===== src/rtl/ppu_timing.sv =====
// ---------------------------------------------------------------------------
// ppu_timing
//
// Dot/line timing engine for the PPU. It counts dots within a scanline (lx)
// and scanlines within a frame (ly). From those registered counters it
// derives the following, all combinationally:
//   - the PPU mode: 0 HBlank, 1 VBlank, 2 OAM scan, 3 draw
//   - the LY==LYC coincidence flag
//   - the STAT, VBlank and frame-start pulses
//
// Parameters
//   DOTS_PER_LINE    dots per scanline (4..1024)
//   LINES_PER_FRAME  lines per frame, VBlank lines included (2..256)
//   VISIBLE_LINES    lines 0..VISIBLE_LINES-1 are drawn (< LINES_PER_FRAME)
//   OAM_DOTS         length of mode 2 in dots
//   DRAW_DOTS        length of mode 3 in dots
//                    (OAM_DOTS + DRAW_DOTS < DOTS_PER_LINE)
//
// Ports
//   clk_i          dot clock
//   rst_i          synchronous active-high reset; has priority over ena_i
//   ena_i          LCD enable (lcdc.ena); while low, counters are held at 0
//   lyc_i[7:0]     LY compare value
//   stat_ie_i[3:0] STAT source enables: [0] HBlank, [1] VBlank,
//                  [2] OAM, [3] LYC
//   lx_o           dot counter within the current line
//   ly_o[7:0]      current line
//   mode_o[1:0]    current PPU mode
//   lyc_match_o    ena & (LY == LYC)
//   stat_irq_o     one-cycle pulse on a rising edge of the combined STAT line
//   vblank_irq_o   one-cycle pulse at lx=0, ly=VISIBLE_LINES
//   frame_start_o  one-cycle pulse at lx=0, ly=0
//
// Configuration macro
//   PPU_TIMING_LYC_EN  When defined, the LYC compare is built.
//                      When undefined, lyc_match_o is tied to 0, lyc_i is
//                      ignored and stat_ie_i[3] has no effect.
// ---------------------------------------------------------------------------
`default_nettype none

module ppu_timing #(
    parameter int DOTS_PER_LINE   = 456,
    parameter int LINES_PER_FRAME = 154,
    parameter int VISIBLE_LINES   = 144,
    parameter int OAM_DOTS        = 80,
    parameter int DRAW_DOTS       = 172
) (
    input  logic                             clk_i,
    input  logic                             rst_i,
    input  logic                             ena_i,
    input  logic [7:0]                       lyc_i,
    input  logic [3:0]                       stat_ie_i,
    output logic [$clog2(DOTS_PER_LINE)-1:0] lx_o,
    output logic [7:0]                       ly_o,
    output logic [1:0]                       mode_o,
    output logic                             lyc_match_o,
    output logic                             stat_irq_o,
    output logic                             vblank_irq_o,
    output logic                             frame_start_o
);

    localparam int LXW = $clog2(DOTS_PER_LINE);

    // Terminal and boundary values, sized to the counters they are compared to.
    localparam logic [LXW-1:0] LX_LAST  = LXW'(DOTS_PER_LINE - 1);
    localparam logic [LXW-1:0] OAM_END  = LXW'(OAM_DOTS);
    localparam logic [LXW-1:0] DRAW_END = LXW'(OAM_DOTS + DRAW_DOTS);
    localparam logic [LXW-1:0] LX_ONE   = LXW'(1);
    localparam logic [7:0]     LY_LAST  = 8'(LINES_PER_FRAME - 1);
    localparam logic [7:0]     VIS_LINE = 8'(VISIBLE_LINES);

    typedef enum logic [1:0] {
        MODE_HBLANK = 2'd0,
        MODE_VBLANK = 2'd1,
        MODE_OAM    = 2'd2,
        MODE_DRAW   = 2'd3
    } mode_e;

    // -----------------------------------------------------------------------
    // State
    // -----------------------------------------------------------------------
    logic [LXW-1:0] lx_q, lx_d;
    logic [7:0]     ly_q, ly_d;
    logic           stat_line_q, stat_line_d;

    // -----------------------------------------------------------------------
    // Combinational decode of the registered counters
    // -----------------------------------------------------------------------
    mode_e mode;
    logic  lx_last;
    logic  ly_last;
    logic  lx_zero;
    logic  lyc_match;
    logic  lyc_src;
    logic  stat_line;

    assign lx_last = (lx_q == LX_LAST);
    assign ly_last = (ly_q == LY_LAST);
    assign lx_zero = (lx_q == '0);

    // The mode is never stored. It is decoded from lx/ly every cycle, so
    // it cannot drift from the counters. It also drops to HBlank at once
    // when the LCD is switched off.
    always_comb begin
        mode = MODE_HBLANK;
        if (!ena_i) begin
            mode = MODE_HBLANK;
        end else if (ly_q >= VIS_LINE) begin
            mode = MODE_VBLANK;
        end else if (lx_q < OAM_END) begin
            mode = MODE_OAM;
        end else if (lx_q < DRAW_END) begin
            mode = MODE_DRAW;
        end else begin
            mode = MODE_HBLANK;
        end
    end

`ifdef PPU_TIMING_LYC_EN
    // The compare uses the live lyc_i. A CPU write to LYC therefore shows
    // up in the same cycle, with no register stage in between.
    assign lyc_match = ena_i & (ly_q == lyc_i);
    assign lyc_src   = stat_ie_i[3] & lyc_match;
`else
    // Without the LYC feature, lyc_i and stat_ie_i[3] are deliberately
    // left unconnected to any logic.
    logic unused_lyc;
    assign unused_lyc = ^{lyc_i, stat_ie_i[3]};
    assign lyc_match  = 1'b0;
    assign lyc_src    = 1'b0;
`endif

    // The STAT sources are ORed into one level signal. An interrupt is
    // raised only on its rising edge. When one source hands over to
    // another while the line stays high, no second pulse is produced.
    // For example, HBlank of line N flows straight into OAM of line N+1.
    assign stat_line = ena_i & ((stat_ie_i[0] & (mode == MODE_HBLANK)) |
                                (stat_ie_i[1] & (mode == MODE_VBLANK)) |
                                (stat_ie_i[2] & (mode == MODE_OAM))    |
                                lyc_src);

    // -----------------------------------------------------------------------
    // Next-state logic
    // -----------------------------------------------------------------------
    always_comb begin
        lx_d        = lx_q;
        ly_d        = ly_q;
        stat_line_d = stat_line_q;
        if (!ena_i) begin
            // LCD off: nothing of a partial frame is kept. The next enable
            // starts cleanly at the top of a frame.
            lx_d        = '0;
            ly_d        = '0;
            stat_line_d = 1'b0;
        end else begin
            stat_line_d = stat_line;
            if (lx_last) begin
                lx_d = '0;
                if (ly_last) begin
                    ly_d = '0;
                end else begin
                    ly_d = ly_q + 8'd1;
                end
            end else begin
                lx_d = lx_q + LX_ONE;
            end
        end
    end

    always_ff @(posedge clk_i) begin
        if (rst_i) begin
            lx_q        <= '0;
            ly_q        <= '0;
            stat_line_q <= 1'b0;
        end else begin
            lx_q        <= lx_d;
            ly_q        <= ly_d;
            stat_line_q <= stat_line_d;
        end
    end

    // -----------------------------------------------------------------------
    // Outputs
    // -----------------------------------------------------------------------
    // The pulses are masked while rst_i is high, so nothing fires during
    // the reset cycle itself. Without the mask, a frame_start could fire
    // if reset is asserted with ena_i high and the counters already at 0.
    assign lx_o          = lx_q;
    assign ly_o          = ly_q;
    assign mode_o        = mode;
    assign lyc_match_o   = lyc_match;
    assign stat_irq_o    = stat_line & ~stat_line_q & ~rst_i;
    assign vblank_irq_o  = ena_i & lx_zero & (ly_q == VIS_LINE) & ~rst_i;
    assign frame_start_o = ena_i & lx_zero & (ly_q == 8'd0) & ~rst_i;

endmodule

`default_nettype wire


===== config.mk =====
export PLATFORM = sky130hd
export DESIGN_NAME = ppu_timing
export DESIGN_NICKNAME = d
export VERILOG_FILES = /design/src/rtl/ppu_timing.sv
export SDC_FILE = /design/constraint.sdc
export NUM_CORES = 1
export LEC_CHECK = 0
export CAP_MARGIN = 10
export CORE_MARGIN = 4
export CORE_UTILIZATION = 43
export CTS_CLUSTER_SIZE = 12
export DETAILED_ROUTE_END_ITERATION = 8
export PLACE_DENSITY = 0.78
export RECOVER_POWER = 50
export SLEW_MARGIN = 25
export SYNTH_ARGS = -nofsm -noshare
export SYNTH_HDL_FRONTEND = slang
export SYNTH_SLANG_ARGS = --single-unit

===== constraint.sdc =====
create_clock -name clk_i -period 2.08 [get_ports clk_i]
set_clock_uncertainty 0.05 [all_clocks]
set_input_delay 0.52 -clock clk_i [delete_from_list [all_inputs] [get_ports clk_i]]
set_output_delay 0.52 -clock clk_i [all_outputs]
set_load 0.05 [all_outputs]

### Word level (Yosys, flattened, before mapping)

Index checks and enable logic that the tools add are counted.

| cells by class | value |
|---|---|
| add/sub/neg operators | 2 |
| $lt $le $gt $ge | 3 |
| eq/ne operators | 5 |
| mux-type cells | 5 |
| bitwise operators | 16 |
| reduce and logical (&&, ||, !) cells | 5 |

Operators by type and width:

| operator | count |
|---|---|
| 8-bit == test, second input constant | 2 |
| 1-bit bitwise AND | 11 |
| 9-bit by 1-bit adder with 9-bit output, second input constant | 1 |
| 9-bit == test, second input constant | 1 |
| 9-bit zero test | 1 |
| 9-bit by 7-bit less-than comparator with 1-bit output, second input constant | 1 |
| 9-bit by 8-bit less-than comparator with 1-bit output, second input constant | 1 |
| 8-bit by 1-bit adder with 8-bit output, second input constant | 1 |
| 8-bit >= comparator, second input constant | 1 |
| 8-bit zero test | 1 |
| 2-bit two-way mux | 4 |
| 8-bit two-way mux | 1 |
| 1-bit inverter | 3 |
| 3-bit OR reduction | 1 |
| 2-bit by 1-bit == test with 1-bit output, second input constant | 1 |
| 2-bit == test, second input constant | 1 |
| 2-bit zero test | 1 |
| 1-bit bitwise OR | 2 |
| 2-bit OR reduction | 1 |

| word-level totals | value |
|---|---|
| bits in registers | 18 |
| bits of input ports | 15 |
| output and inout port bits | 23 |
| word-level logic and storage cells | 39 |

### Logic depth before layout (Yosys ltp)

| logic depth | value |
|---|---|
| depth after elaboration | 12 |
| mapped depth | 6 |
| gate-level depth less buffers | 6 |

### Least setup slack after synthesis

Ideal clock, no wire load.

| path | value |
|---|---|
| path type | reg2out |
| start | register ly_q[0] (netlist: ly_o[0]) |
| end | output vblank_irq_o |
| arrival time | 2.641 ns |
| required time | 1.510 ns |
| path slack | -1.131 ns |
| stages on the path, launching flop included | 6 |
| path buffers | 0 |
| cells stage by stage | dfxtp_1 -> inv_1 -> ha_1 -> nor4b_1 -> nand4_1 -> nor4_1 |

| on the way | value |
|---|---|
| longest elaborated chain between the ends | 3 |

RTL lines:

| item | RTL line | source |
|---|---|---|
| start, declared | 83 | `logic [7:0] ly_q, ly_d;` |
| start signal, assigned | 177 | `ly_q <= ly_d;` |
| 8-bit == test | 193 | `assign vblank_irq_o = ena_i & lx_zero & (ly_q == VIS_LINE) & ~rst_i;` |
| 1-bit bitwise AND (2 in a row) | 193 |  |
| end, declared | 58 | `output logic vblank_irq_o,` |

No other way between the ends.

### Final worst setup path

| path | value |
|---|---|
| start | register ly_q[4] (netlist: ly_o[4]) |
| end | output stat_irq_o |

| on the way | value |
|---|---|
| longest elaborated chain between the ends | 10 |
| elaborated cells on any way between the ends | 14 |
| those cells by class | 1 x order compare; 2 x eq/ne; 2 x mux; 8 x bitwise; 1 x reduce/logical |

RTL lines:

| item | RTL line | source |
|---|---|---|
| 8-bit >= comparator (*) | 108 | `end else if (ly_q >= VIS_LINE) begin` |
| 2-bit two-way mux (*) | 108 |  |
| 2-bit two-way mux (*) | 106 | `if (!ena_i) begin` |
| 2-bit by 1-bit == test with 1-bit output / 2-bit zero test (equally long branches) | 138, 137 |  |
| 1-bit bitwise AND, on equally long branches | 138, 137 |  |
| 1-bit bitwise OR | 137 | `assign stat_line = ena_i & ((stat_ie_i[0] & (mode == MODE_HBLANK)) \|` |
| 1-bit bitwise OR (*) | 138 | `(stat_ie_i[1] & (mode == MODE_VBLANK)) \|` |
| 1-bit bitwise AND (*) | 137 |  |
| 1-bit bitwise AND (*) (2 in a row) | 192 | `assign stat_irq_o = stat_line & ~stat_line_q & ~rst_i;` |
| end, declared | 57 | `output logic stat_irq_o,` |

Mark *: on every way between the ends. The rest lies on a longest branch, timed or not.

==> impl_metrics.sql <==
INSERT INTO impl_metrics (metric_group, metric, value, unit) VALUES
('global_routing', 'maximum_number_of_pins_on_one_net_before_global_route_repair', '11', ''),
('synthesis', 'synth.top_cell.area_share', '0.353', ''),
('power_and_ir_drop', 'static-leakage-power', '0.000688', 'uW'),
('global_routing', 'grt_usage', '0.191', ''),
('setup_path', 'worst_setup_path_start_kind', 'register', ''),
('outcome', 'status', 'finished with violations', ''),
('setup_path', 'timing.critical_path.slowest_stage_cell', 'dfxtp_2', ''),
('timing', 'report.final.setup_viol', '4', ''),
('power_and_ir_drop', 'p_total', '620', 'uW'),
('setup_path', 'critical_path_maximum_fanout', '2', ''),
('floorplan', 'core-area', '2230', 'um2'),
('timing', 'hold_violations', '0', ''),
('drt', 'first_iter_violations', '23', ''),
('synthesis', 'synth_fp_nets', '142', ''),
('clock_network', 'cts_buffer_depth', '2', ''),
('setup_path', 'timing.critical_path.buf_inv', '1', ''),
('floorplan', 'floorplan.die.width', '56.7', 'um'),
('place', 'io_buffer_count', '27', ''),
('setup_path', 'critical_path_required', '1510', 'ps'),
('outcome', 'violations', 'setup timing', ''),
('global_routing', 'vias_in_the_first_global_route', '1160', ''),
('setup_path', 'crit_path_end_kind', 'output pin', ''),
('min_path', 'hold_crit_class', 'register to register', ''),
('place', 'last_weighted_congestion_value_of_the_routability_driven_placer', '0.863', ''),
('timing', 'clock.fmax', '441', 'MHz'),
('synthesis', 'synth_seq_area_share', '0.353', ''),
('synthesis', 'post_synth_main_area_contributors', 'dfxtp_1, ha_1, xor2_1, nor2_1, nand3_1', ''),
('cells_and_area', 'final_layout_size_suffix_gt1_frac', '0.506', ''),
('job', 'timing.max_cap.violations', '0', ''),
('drt', 'routed_wl', '2850', 'um'),
('setup_path', 'critPathTopFamily', 'compound AO/OA/AOI/OAI gates', ''),
('drt', 'detail_route.wl_per_cell', '14.4', 'um'),
('place', 'hpwl', '2090', 'um'),
('floorplan', 'fp.dieArea', '3220', 'um2'),
('drt', 'post_drt_antenna_nets', '0', ''),
('power_and_ir_drop', 'vdd_drop_max', '0.328', 'mV'),
('global_routing', 'grt_pass1_wl', '5020', 'um'),
('clock_network', 'clock_sink_count', '18', ''),
('global_routing', 'grt_remaining_overflow', '0', ''),
('synthesis', 'synth-main-ff-cell', 'dfxtp_1', ''),
('timing', 'rsz0062_at_grt', 'yes', ''),
('setup_path', 'crit_path_max_incr_delay', '350', 'ps'),
('drt', 'num_vias', '1063', ''),
('clock_network', 'tritoncts.num_buffers', '3', ''),
('synthesis', 'post_synth_inst_count', '122', ''),
('power_and_ir_drop', 'seq_power_share', '0.550', ''),
('synthesis', 'async_reset_ff_frac', '0', ''),
('synthesis', 'synth-edff-count', '0', ''),
('timing', 'setup-tns-final', '-620', 'ps'),
('drt', 'route.detailed.vias_per_inst', '5.37', ''),
('drt', 'firstDrtPassIters', '4', ''),
('floorplan', 'io_pins', '38', ''),
('setup_path', 'critPathKind', 'register to output pin', ''),
('cells_and_area', 'fin_nets', '191', ''),
('floorplan', 'fp.dieH', '56.7', 'um'),
('clock_network', 'cts_tree', 'built', ''),
('setup_path', 'critical_path_arrival', '1700', 'ps'),
('clock_network', 'clkLatencyLatePin', '290', 'ps'),
('synthesis', 'syn_area', '1020', 'um2'),
('clock_network', 'clk_root_buffer_cell', 'clkbuf_4', ''),
('floorplan', 'floorplan.rows', '17', ''),
('clock_network', 'holdBufCountCts', '0', ''),
('cells_and_area', 'antennaDiodeCount', '0', ''),
('clock_network', 'clk_pin_slew_worst_paths', '100', 'ps'),
('timing', 'finalWorstSetupSlack', '-189', 'ps'),
('synthesis', 'cell_type_contributing_the_most_total_cell_area_after_synthesis', 'dfxtp_1', ''),
('power_and_ir_drop', 'p_clk_frac', '0.279', ''),
('clock_network', 'cts_htree_levels', '1', ''),
('floorplan', 'initial_core_utilization', '0.457', ''),
('timing', 'maxSlewViolCount', '0', ''),
('power_and_ir_drop', 'p_comb_frac', '0.171', '');
-- cells in the final DEF (no fill, tap or decap), types with 4 or more instances in the layout --
cell / synthesis / routed
buf_4: 2 / 34
nor2_1: 15 / 13
ha_1: 5 / 4
buf_12: 0 / 5
nand3_1: 10 / 9
dfxtp_4: 0 / 7
and3_1: 7 / 7
nand4_1: 5 / 5
a21oi_1: 4 / 4
xor2_1: 7 / 7
nand2_1: 8 / 8
dfxtp_2: 0 / 10
-- state kept, by name (all words and copies together), names as in the netlist --
name,count
ly_o,8
stat_line_q,1
lx_o,9
-- final cells by class --
class	count	area, um2
multi-input combinational	94	754
fill	167	551
timing repair buffer	47	434
sequential	18	399
tap	28	35.0
inverter	7	33.8
clock buffer	3	22.5
clock inverter	1	3.75
-- cell usage after synthesis (4+ instances only) --
cell / instances
nand3_1: 10
dfxtp_1: 18
nand4_1: 5
o21ai_0: 4
nand2_1: 8
nor2_1: 15
a21oi_1: 4
xor2_1: 7
inv_1: 7
ha_1: 5
and3_1: 7
o31ai_1: 4
-- cell families after synthesis --
family | after synthesis | synth area share
AOI/OAI and AO/OA | 17 | 0.105
xor gates and xnor gates | 10 | 0.0858
adders and majority gates | 5 | 0.0613
buffers and inverters | 10 | 0.0441
DFF | 18 | 0.353
muxes | 1 | 0.00980
other | 1 | 0.00367
and+or+nand+nor | 60 | 0.337
-- path summary, 6_finish.rpt --
kind | endpoint | slack (ps) | depth (start not counted) | from
worst max-delay path | stat_irq_o | -190 | 5 | ly_o[4]
worst min register to register | ly_o[0] | 500 | 3 | ly_o[0]
worst max register to register | ly_o[7] | 100 | 6 | lx_o[0]
worst min-delay path | ly_o[0] | 500 | 3 | ly_o[0]
-- worst reg2reg max path, stage by stage, from the launching register on --
cell and delay [ps]:
dfxtp_4 370, buf_4 120, ha_1 240, and4_1 330, nand3_4 150, or4_4 540
a21oi_2 140
-- stage by stage --
step,setup slack (ps),cells,area (um2),util
after floorplan,-94.3,122,1110,-
after global placement,-363,188,1510,0.674
after detailed placement,-391,188,1510,0.674
after CTS,-224,198,1670,0.747
after global routing,-269,198,1680,0.754
final,-189,198,1680,0.754
-- per-layer routing --
layer,global-route usage,up-vias,wire (um)
li1,-,529,-
met1,0.227,493,1240
met2,0.333,35,1420
met3,0.0322,6,136
met4,0.0847,0,48
met5,0,-,0
-- timing repair --
| item | 4_1_cts | 5_1_grt |
|---|---|---|
| hold endpoints to repair | 0 | 0 |
| setup endpoints to repair | 5 | 5 |
| setup buffers | 7 | 2 |
| resized for setup | 25 | 5 |
| pin swaps | 10 | 4 |
-- power by group through the flow --
| stage | clock (uW) | combinational, uW | sequential [uW] |
|---|---|---|---|
| final | 173 | 106 | 341 |
| after global routing | 191 | 111 | 341 |
| after CTS | 180 | 103 | 342 |
| after detailed placement | 0 | 83.8 | 351 |
| after global placement | 0 | 81.9 | 350 |
| after floorplan | 0 | 37.1 | 357 |
(Power assumes the default switching activity.)
